$ cat src/rtl/pc_sequencer.sv
// Program counter, PC link registers and IDLE/RUN/DONE run control for the 9-bit-ISA core.
// One instruction retires per RUN cycle; CycleCount measures the RUN time of the current program.
module pc_sequencer #(
    parameter int                 PC_W       = 10,
    parameter logic [PC_W-1:0]    START_ADDR = '0,
    parameter int                 CNT_W      = 16
) (
    input  logic             Clk,
    input  logic             Reset,
    input  logic             Start,
    input  logic             Halt,
    input  logic             JumpEqual,
    input  logic             JumpNotEqual,
    input  logic             OffsetEn,
    input  logic [1:0]       PCRegSelect,
    input  logic             ZeroFlag,
    input  logic [7:0]       Offset,
    output logic [PC_W-1:0]  ProgCounter,
    output logic             Running,
    output logic             Done,
    output logic [CNT_W-1:0] CycleCount,
    output logic [1:0]       state_dbg
);

    typedef enum logic [1:0] {
        IDLE = 2'd0,
        RUN  = 2'd1,
        DONE = 2'd2
    } state_t;

    state_t            state_q, state_d;
    logic [PC_W-1:0]   pc_q, pc_d;
    logic [CNT_W-1:0]  cnt_q, cnt_d;
    logic [PC_W-1:0]   lr1_q, lr2_q, lr3_q;
    logic [PC_W-1:0]   lr_rdata;
    logic [PC_W-1:0]   lr_wdata;
    logic [PC_W-1:0]   offset_ext;
    logic [PC_W-1:0]   pc_inc;
    logic              lr_we;
    logic              is_jump;
    logic              taken;

    assign offset_ext = PC_W'(Offset);
    assign pc_inc     = pc_q + {{(PC_W-1){1'b0}}, 1'b1};
    assign is_jump    = JumpEqual | JumpNotEqual;
    // Both jump flags together form an unconditional jump.
    assign taken      = (JumpEqual & ZeroFlag) | (JumpNotEqual & ~ZeroFlag);

    always_comb begin
        lr_rdata = '0;
        case (PCRegSelect)
            2'b01:   lr_rdata = lr1_q;
            2'b10:   lr_rdata = lr2_q;
            2'b11:   lr_rdata = lr3_q;
            default: lr_rdata = '0;
        endcase
    end

    always_ff @(posedge Clk) begin
        if (Reset) begin
            state_q <= IDLE;
            pc_q    <= START_ADDR;
            cnt_q   <= '0;
            lr1_q   <= '0;
            lr2_q   <= '0;
            lr3_q   <= '0;
        end else begin
            state_q <= state_d;
            pc_q    <= pc_d;
            cnt_q   <= cnt_d;
            if (lr_we) begin
                case (PCRegSelect)
                    2'b01:   lr1_q <= lr_wdata;
                    2'b10:   lr2_q <= lr_wdata;
                    2'b11:   lr3_q <= lr_wdata;
                    default: ;
                endcase
            end
        end
    end

    always_comb begin
        state_d  = state_q;
        pc_d     = pc_q;
        cnt_d    = cnt_q;
        lr_we    = 1'b0;
        lr_wdata = pc_inc;
        case (state_q)
            IDLE, DONE: begin
                if (Start) begin
                    state_d = RUN;
                    pc_d    = START_ADDR;
                    cnt_d   = '0;
                end
            end
            RUN: begin
                // The halt cycle itself is counted as a RUN cycle.
                cnt_d = (cnt_q == '1) ? cnt_q : cnt_q + {{(CNT_W-1){1'b0}}, 1'b1};
                if (Halt) begin
                    state_d = DONE;
                end else if (is_jump) begin
                    pc_d = (taken && PCRegSelect != 2'b00) ? lr_rdata : pc_inc;
                end else begin
                    pc_d = pc_inc;
                    if (PCRegSelect != 2'b00) begin
                        lr_we    = 1'b1;
                        lr_wdata = OffsetEn ? (pc_q + offset_ext) : pc_inc;
                    end
                end
            end
            default: state_d = IDLE;
        endcase
    end

    assign ProgCounter = pc_q;
    assign Running     = (state_q == RUN);
    assign Done        = (state_q == DONE);
    assign CycleCount  = cnt_q;
    assign state_dbg   = state_q;

endmodule

$ cat config.mk
export PLATFORM = sky130hd
export DESIGN_NAME = pc_sequencer
export DESIGN_NICKNAME = d
export VERILOG_FILES = /design/src/rtl/pc_sequencer.sv
export SDC_FILE = /design/constraint.sdc
export NUM_CORES = 1
export LEC_CHECK = 0
export ABC_AREA = 1
export CAP_MARGIN = 20
export CELL_PAD_IN_SITES_DETAIL_PLACEMENT = 1
export CELL_PAD_IN_SITES_GLOBAL_PLACEMENT = 2
export CORE_MARGIN = 4
export CORE_UTILIZATION = 33
export DETAILED_ROUTE_END_ITERATION = 16
export PLACE_DENSITY = 0.94
export SLEW_MARGIN = 25
export SYNTH_ARGS = -nofsm -noshare
export SYNTH_HDL_FRONTEND = slang
export SYNTH_SLANG_ARGS = --single-unit
$ cat constraint.sdc
create_clock -name Clk -period 3.9 [get_ports Clk]
set_input_delay 0.39 -clock Clk [delete_from_list [all_inputs] [get_ports Clk]]
set_output_delay 0.39 -clock Clk [all_outputs]
set_load 0.02 [all_outputs]
[Yosys cells after proc, flatten, opt, wreduce, memory -nomap -nowiden]
Index checks and enable logic that the tools add are counted.
Storage, ports and cells
  word-level logic and storage cells: 56
  register bits after elaboration: 58
  output and inout port bits: 30
  bits of input ports: 18
Operators by class
  reduce and logical (&&, ||, !) cells: 11
  eq/ne operators: 10
  multiplexer cells: 21
  add/subtract/negate cells: 3
  bitwise operators: 5
Operator list (count)
  $mux 10: 9
  $mux 16: 2
  $pmux 16 s2: 1
  $pmux 10 s3: 1
  $pmux 10 s2: 1
  $add 16x1->16 const B: 1
  $eq 16x16->1 const B: 1
  $add 10x1->10 const B: 1
  $add 10x8->10: 1
  $ne 2x2->1 const B: 4
  $reduce_and 2->1: 4
  $eq 2x2->1 const B: 3
  $reduce_and 3->1: 2
  $eq 2x1->1 const B: 2
  $mux 1: 4
  $mux 2: 2
  $pmux 2 s2: 1
  $reduce_bool 2->1: 2
  $and 1x1->1: 2
  $logic_not 2->1: 1
  $or 1x1->1: 2
  $reduce_or 2->1: 1
  $logic_and 1x1->1: 1
  $not 1->1: 1

[Longest topological paths before layout]
Gate-level depths: netlist of the first run.
  depth after elaboration: 8
  depth in mapped cells: 12
  gate-level depth less buffers: 12

[Least setup slack after synthesis of the first run]
OpenSTA, ideal clock, no wires.
  path type: register to register
  from: register pc_q[0] (netlist: ProgCounter[0])
  to: register lr2_q[4]
  setup time: 0.116 ns
  data required time: 3.784 ns
  setup slack: 1.987 ns
  arrival: 1.797 ns
  buffers on the path: 0
  stages on the path, launching flop included: 10
  clock period less this slack: 1.913 ns
  path through: dfxtp_1 ha_1 fa_1 nand3_1 nand2_1 or2_2 nand3_2 nand3_1 o211ai_1 inv_1
On the way
  longest elaborated chain between the ends: 6
  elaborated cells on any way between the ends: 7
  those cells by class: 2 x add/sub; 5 x mux
RTL lines
  start: declaration: line 32  | logic [PC_W-1:0] pc_q, pc_d;
  start signal: assignment: line 69  | pc_q <= pc_d;
  $add 10x1->10 / $add 10x8->10 (equally long branches): line 44, 107
  $mux 10: line 107  | lr_wdata = OffsetEn ? (pc_q + offset_ext) : pc_inc;
  $mux 10: line 105  | if (PCRegSelect != 2'b00) begin
  $mux 10: line 101  | end else if (is_jump) begin
  $mux 10: line 99  | if (Halt) begin
  $mux 10 (*): line 88  | case (state_q)
  end signal: assignment: line 74  | 2'b10: lr2_q <= lr_wdata;
  end: declaration: line 34  | logic [PC_W-1:0] lr1_q, lr2_q, lr3_q;
Mark *: on every way between the ends. The rest lies on a longest branch, timed or not.
A chain may end at the register's enable or synchronous reset.

[Worst setup path in the final report of the first run]
  from: register state_q[0] (netlist: state_dbg[0])
  to: register lr3_q[0]
On the way
  longest elaborated chain between the ends: 3
  elaborated cells on any way between the ends: 4
  those cells by class: 1 x eq/ne; 2 x mux; 1 x reduce/logical
RTL lines
  start: declaration: line 31  | state_t state_q, state_d;
  start signal: assignment: line 68  | state_q <= state_d;
  $eq 2x1->1 (*): line 88
  $mux 1: line 88
  $reduce_and 2->1 (no line)
  end signal: assignment: line 75  | 2'b11: lr3_q <= lr_wdata;
  end: declaration: line 34
Marked as above.

==> flow_metrics.py, run 1 <==
metrics = {
    "run_status": {
        "outcome": "complete, no violations",
    },
    "synthesis": {
        "synthArstFlopShare_pct": 0,
        "yosysSeqAreaShare_pct": 31.9,
        "syn_inst": 550,
        "ys_ff_latch": 58,
        "ys_types": 40,
        "synth_top_area_share_pct": 31.9,
        "synth_edf_count": 0,
        "ys.flop_type": "dfxtp_1",
        "synth.top_cells.by_count": "nand2_1, inv_1, dfxtp_1",
        "synthTopCellsByArea": "dfxtp_1, nand2_1, a21oi_1, nand3_1, inv_1",
        "yosysWarningCount": 0,
        "synth_area_mm2": 0.00364,
        "synth_nets": 579,
        "avgSynthCellArea_um2": 6.62,
        "yosys.area.top_type": "dfxtp_1",
        "yosys.cell_count.top_type": "nand2_1",
    },
    "final_layout": {
        "nFillCells": 1420,
        "area_delta_synth_final_pct": 21.1,
        "seqCellArea_mm2": 0.00116,
        "multi_input_area_mm2": 0.00211,
        "antennaDiodeCount": 0,
        "nets": 624,
        "final_cells": 739,
        "drive_gt1_share_pct": 8.68,
    },
    "sta": {
        "tightestPinTransition_ps": 734,
        "fin_skew_ps": 16.6,
        "tns_ps": 0,
        "hold_violations": 0,
        "setup_ws_ps": 1650,
        "drv_slew": 0,
        "finalCriticalPeriod_ps": 2250,
        "setup_violations": 0,
        "relSlewSlack_pct": 50.9,
        "fmax_ghz": 0.445,
        "rsz0062_at_grt": "false",
        "period_share_pct": 57.6,
    },
    "setup_path": {
        "critical_path_required_ps": 4200,
        "reg2reg_setup_slack_ps": 1650,
        "crit_path_start_kind": "register",
        "worst_setup_path_end_kind": "register",
        "worstPathArrival_ps": 2550,
        "crit_type": "register to register",
        "crit_fanout": 13,
    },
    "clock_network": {
        "cts.clk_slew.worst_paths_ps": 80,
        "ctsResizeCount": 0,
        "cts-root-buf": "clkbuf_8",
        "clock_path_buffers": 2,
        "htreeDepth": 3,
        "clock_latency_ps": 360,
        "post_cts_buffers": 0,
        "cts_tree": "done",
        "cts_sinks": 58,
        "cts_hold_buf": 0,
        "cts_buffers": 9,
    },
    "route": {
        "antenna_left": 0,
        "vias": 3826,
        "post-route-drc-count": 0,
        "viasPerCell": 5.18,
        "drt_iter0_markers": 169,
        "dr.pass1.iters": 4,
        "wl_per_cell_um": 15.6,
        "wirelength_um": 11500,
    },
    "global_route": {
        "grt_usage_pct": 18.6,
        "grt_pass1_wl_um": 19000,
        "grt_pass1_vias": 3793,
        "antenna_found_initial": 0,
        "grt_max_degree": 39,
        "grt-ovfl-total": 0,
    },
    "floorplan": {
        "num_rows": 38,
        "ios": 48,
        "start_util_pct": 33.7,
        "core_mm2": 0.0108,
        "die_area_mm2": 0.0128,
        "die_h_um": 113,
        "dieWidth_um": 113,
    },
    "min_path": {
        "hold_class": "register to register",
    },
    "power": {
        "p_leak_nw": 1.84,
        "powerDensity_mw_per_mm2": 303,
        "power_mw": 1.34,
        "ir_worst_vdd_mv": 0.138,
    },
    "placement": {
        "place_ws_ps": 1320,
        "dpl.cell_count": 724,
        "portBuffers": 47,
        "gp_congestion": 0.830,
        "hpwl_um": 8730,
    },
    "job": {
        "cap_violations": 0,
    },
}
worst max-delay path: stages, from the launching register on:
cell and delay [ps]:
dfxtp_1 420, inv_2 70, nor2_4 300, nand2_2 190
inv_4 170, nand2_4 120, nor2_2 430, inv_2 190
a21oi_1 160, o21ai_1 80, inv_1 60
path summary, 6_finish.rpt:
path                        from             end  cells after the start
hold / removal    CycleCount[14]  CycleCount[14]                      2
setup reg to reg    state_dbg[0]        lr3_q[0]                     10
hold reg to reg   CycleCount[14]  CycleCount[14]                      2
setup / recovery    state_dbg[0]        lr3_q[0]                     10
routing by layer:
metal | GRT usage, % | wire (um)
met1 | 24.7 | 5350
met2 | 30.2 | 5420
met3 | 3.42 | 585
met4 | 6.49 | 147
met5 | 0 | 0
where the power goes:
group	internal [mW]	switching, mW
combinational	0.0536	0.0983
clock	0.306	0.269
sequential	0.598	0.00958
total	0.958	0.377
cell families (layout without fill, tap and decap cells):
family / count (synthesis) / in the layout / synth area share, %
AO/OA/AOI/OAI: 107 / 107 / 17.2
XOR/XNOR: 11 / 11 / 2.65
adder cells (fa/ha/maj): 11 / 11 / 3.99
buffers and inverters: 91 / 140 / 10.1
flip-flops: 58 / 58 / 31.9
AND/OR/NAND/NOR: 272 / 272 / 34.1
cells in the final DEF (no fill, tap or decap), types with 3 or more instances in the layout:
cell type	instances
o21ai_1	7
nor2_1	42
nand3b_1	3
clkbuf_8	10
o21bai_1	4
nor2_4	4
ha_1	10
inv_1	71
o211ai_1	8
a21oi_2	4
inv_2	4
xor2_1	8
o22ai_1	5
a21oi_1	54
nand2_2	5
nor3_1	5
o21ai_0	14
xnor2_1	3
dfxtp_1	58
nand2_1	133
nor2_2	4
nand3_1	54
clkdlybuf4s50_1	47
o21a_1	6
nand4_1	12
or2_2	6
through the flow:
step	hold WS (ps)	util (%)	instance area (um^2)
final	511	40.8	4410
after global routing	535	40.8	4410
after CTS	514	40.8	4410
after detailed placement	489	39.0	4210
after global placement	484	39.0	4210
after floorplan	463	-	3640
sequential cells by signal (all words and copies together), names as in the netlist:
register,cells
ProgCounter,10
CycleCount,16
lr3_q,10
state_dbg,2
lr1_q,10
lr2_q,10
area by class of cell:
type / instances / share of cell area [%]
well taps: 140 / 3.98
clock buffers: 10 / 3.12
inverters: 77 / 6.62
clock inverters: 5 / 1.25
repair buffers: 48 / 10.8
flip-flops and latches: 58 / 26.3
multi-input cells: 401 / 47.8
Note: power is estimated with default switching activity, not from simulation.
==> run 2: changes to the inputs <==
- CORE_UTILIZATION: 33 -> 30
- PLACE_DENSITY: 0.94 -> 0.87
- clock period: 3.9 -> 2.2 ns (I/O delays scaled with it)
==> run 2 against run 1 <==
Global-route usage decreased by 0.57 points. Die area increased by 9.3%. Sequential power increased by 76%. Clock power increased to 2.9 times the previous value. Power increased by 130%. Critical path depth decreased by 6. Combinational power increased by 110%. Routed wire length increased by 7.1%. Sequential share of layout area decreased by 2.2 points. Final area increased by 9.0%. Critical endpoint is now Running. Largest power group is now clock.
==> flow_metrics.py, run 2 (synthesized netlist as in run 1, its figures left out) <==
metrics = {
    "floorplan": {
        "num_rows": 39,
        "core_mm2": 0.0117,
        "ios": 48,
        "die_area_mm2": 0.0140,
        "dieWidth_um": 118,
        "die_h_um": 118,
        "start_util_pct": 31.2,
    },
    "sta": {
        "period_share_pct": 89.0,
        "drv_slew": 0,
        "relSlewSlack_pct": 56.9,
        "finalCriticalPeriod_ps": 1960,
        "tns_ps": 0,
        "fin_skew_ps": 7.42,
        "fmax_ghz": 0.511,
        "setup_violations": 0,
        "tightestPinTransition_ps": 645,
        "rsz0062_at_grt": "false",
        "hold_violations": 0,
    },
    "job": {
        "cap_violations": 0,
    },
    "placement": {
        "hpwl_um": 9280,
        "gp_congestion": 0.867,
        "place_area_mm2": 0.00445,
        "portBuffers": 47,
    },
    "route": {
        "antenna_left": 0,
        "vias": 3873,
        "dr.pass1.iters": 4,
        "wirelength_um": 12300,
        "drt_iter0_markers": 213,
        "viasPerCell": 5.02,
        "post-route-drc-count": 0,
        "wl_per_cell_um": 16.0,
    },
    "final_layout": {
        "antennaDiodeCount": 0,
        "final_cell_mix": "nand2_1, inv_1, dfxtp_1, nand3_1, a21oi_1",
        "drive_gt1_share_pct": 12.9,
        "final_area_mm2": 0.00480,
        "largest_reg_flops": 16,
        "nets": 653,
        "nFillCells": 1478,
        "layout_commonest_cell": "nand2_1",
        "area_delta_synth_final_pct": 32.0,
    },
    "setup_path": {
        "critical_path_required_ps": 1980,
        "timing.rr.end": "lr1_q[6]",
        "reg2reg_setup_slack_ps": 260,
        "crit_type": "register to output pin",
        "worst_setup_path_end_kind": "output pin",
        "r2r-start": "ProgCounter[1]",
        "worstPathArrival_ps": 1740,
        "crit_path_start_kind": "register",
        "r2r_cells": 10,
        "crit_fanout": 11,
    },
    "clock_network": {
        "clock_path_buffers": 2,
        "htreeDepth": 3,
        "clock_latency_ps": 340,
        "cts.clk_slew.worst_paths_ps": 50,
        "cts_sinks": 58,
        "post_cts_buffers": 0,
        "ctsResizeCount": 0,
        "cts_buffers": 9,
        "cts_hold_buf": 0,
        "cts-root-buf": "clkbuf_16",
        "cts_tree": "done",
    },
    "global_route": {
        "grt-ovfl-total": 0,
        "grt_usage_pct": 18.0,
        "grt_pass1_vias": 3939,
        "grt_pass1_wl_um": 20300,
        "antenna_found_initial": 0,
        "grt_max_degree": 38,
    },
    "power": {
        "powerDensity_mw_per_mm2": 639,
        "ir_worst_vdd_mv": 0.349,
        "p_leak_nw": 2.07,
    },
    "run_status": {
        "outcome": "complete, no violations",
    },
    "min_path": {
        "hold_class": "primary input to register",
        "hp-start": "Halt",
        "holdPathStages": 3,
        "hold_end": "state_dbg[1]",
    },
}
run 2: cell types whose count changed in the layout (fill, tap and decap cells not counted):
cell	before	now
buf_12	0	1
clkinvlp_4	2	1
clkbuf_8	10	2
bufinv_16	1	3
clkbuf_16	0	9
clkbuf_1	0	1
buf_4	1	29
clkinv_2	2	0
run 2: critical path, cell delays in order, from the launching register on:
cell             delay [ps]
dfxtp_1                 410
inv_2                    60
nor2_4                   90
buf_4                   200
clkdlybuf4s50_1         630
run 2: area by class of cell:
| type | count | area, um^2 | share of cell area, % |
|---|---|---|---|
| Inverter | 77 | 292 | 6.07 |
| Tap cell | 143 | 179 | 3.73 |
| Clock buffer | 12 | 256 | 5.34 |
| Timing Repair Buffer | 77 | 708 | 14.7 |
| Multi-Input combinational cell | 401 | 2110 | 43.9 |
| Sequential cell | 58 | 1160 | 24.2 |
| Clock inverter | 4 | 97.6 | 2.03 |
run 2: worst max path at each step:
stage | start | to | slack (ps) | cells past startpoint
floorplan | ProgCounter[0] | lr2_q[4] | 290 | 9
global placement | Offset[0] | lr1_q[4] | 100 | 10
detailed placement | Offset[0] | lr3_q[4] | 30 | 10
CTS | state_dbg[0] | Running | 230 | 4
global route | CycleCount[1] | CycleCount[6] | 30 | 10
finish | state_dbg[0] | Running | 240 | 4
run 2: metal layers:
metal / track usage (%) / vias up / routed length (um)
li1: - / 1947 / -
met1: 22.6 / 1854 / 5790
met2: 30.1 / 54 / 5850
met3: 4.73 / 18 / 458
met4: 5.86 / 0 / 229
met5: 0 / - / 0
run 2: power breakdown:
group	total (mW)	switching (mW)	internal, mW
Clock	1.68	0.512	1.17
Sequential	1.07	0.0107	1.06
Combinational	0.314	0.195	0.119
Total	3.07	0.718	2.35
run 2: metrics by stage:
| stage | power, mW | utilization [%] | hold slack, ps | setup WS [ps] | instances |
|---|---|---|---|---|---|
| floorplan | 1.26 | - | 365 | 287 | 550 |
| global placement | 1.40 | 38.1 | 477 | 96.1 | 756 |
| detailed placement | 1.41 | 38.1 | 490 | 33.7 | 756 |
| CTS | 3.09 | 41.2 | 474 | 231 | 772 |
| global route | 3.18 | 41.2 | 506 | 27.2 | 772 |
| finish | 3.07 | 41.2 | 476 | 243 | 772 |
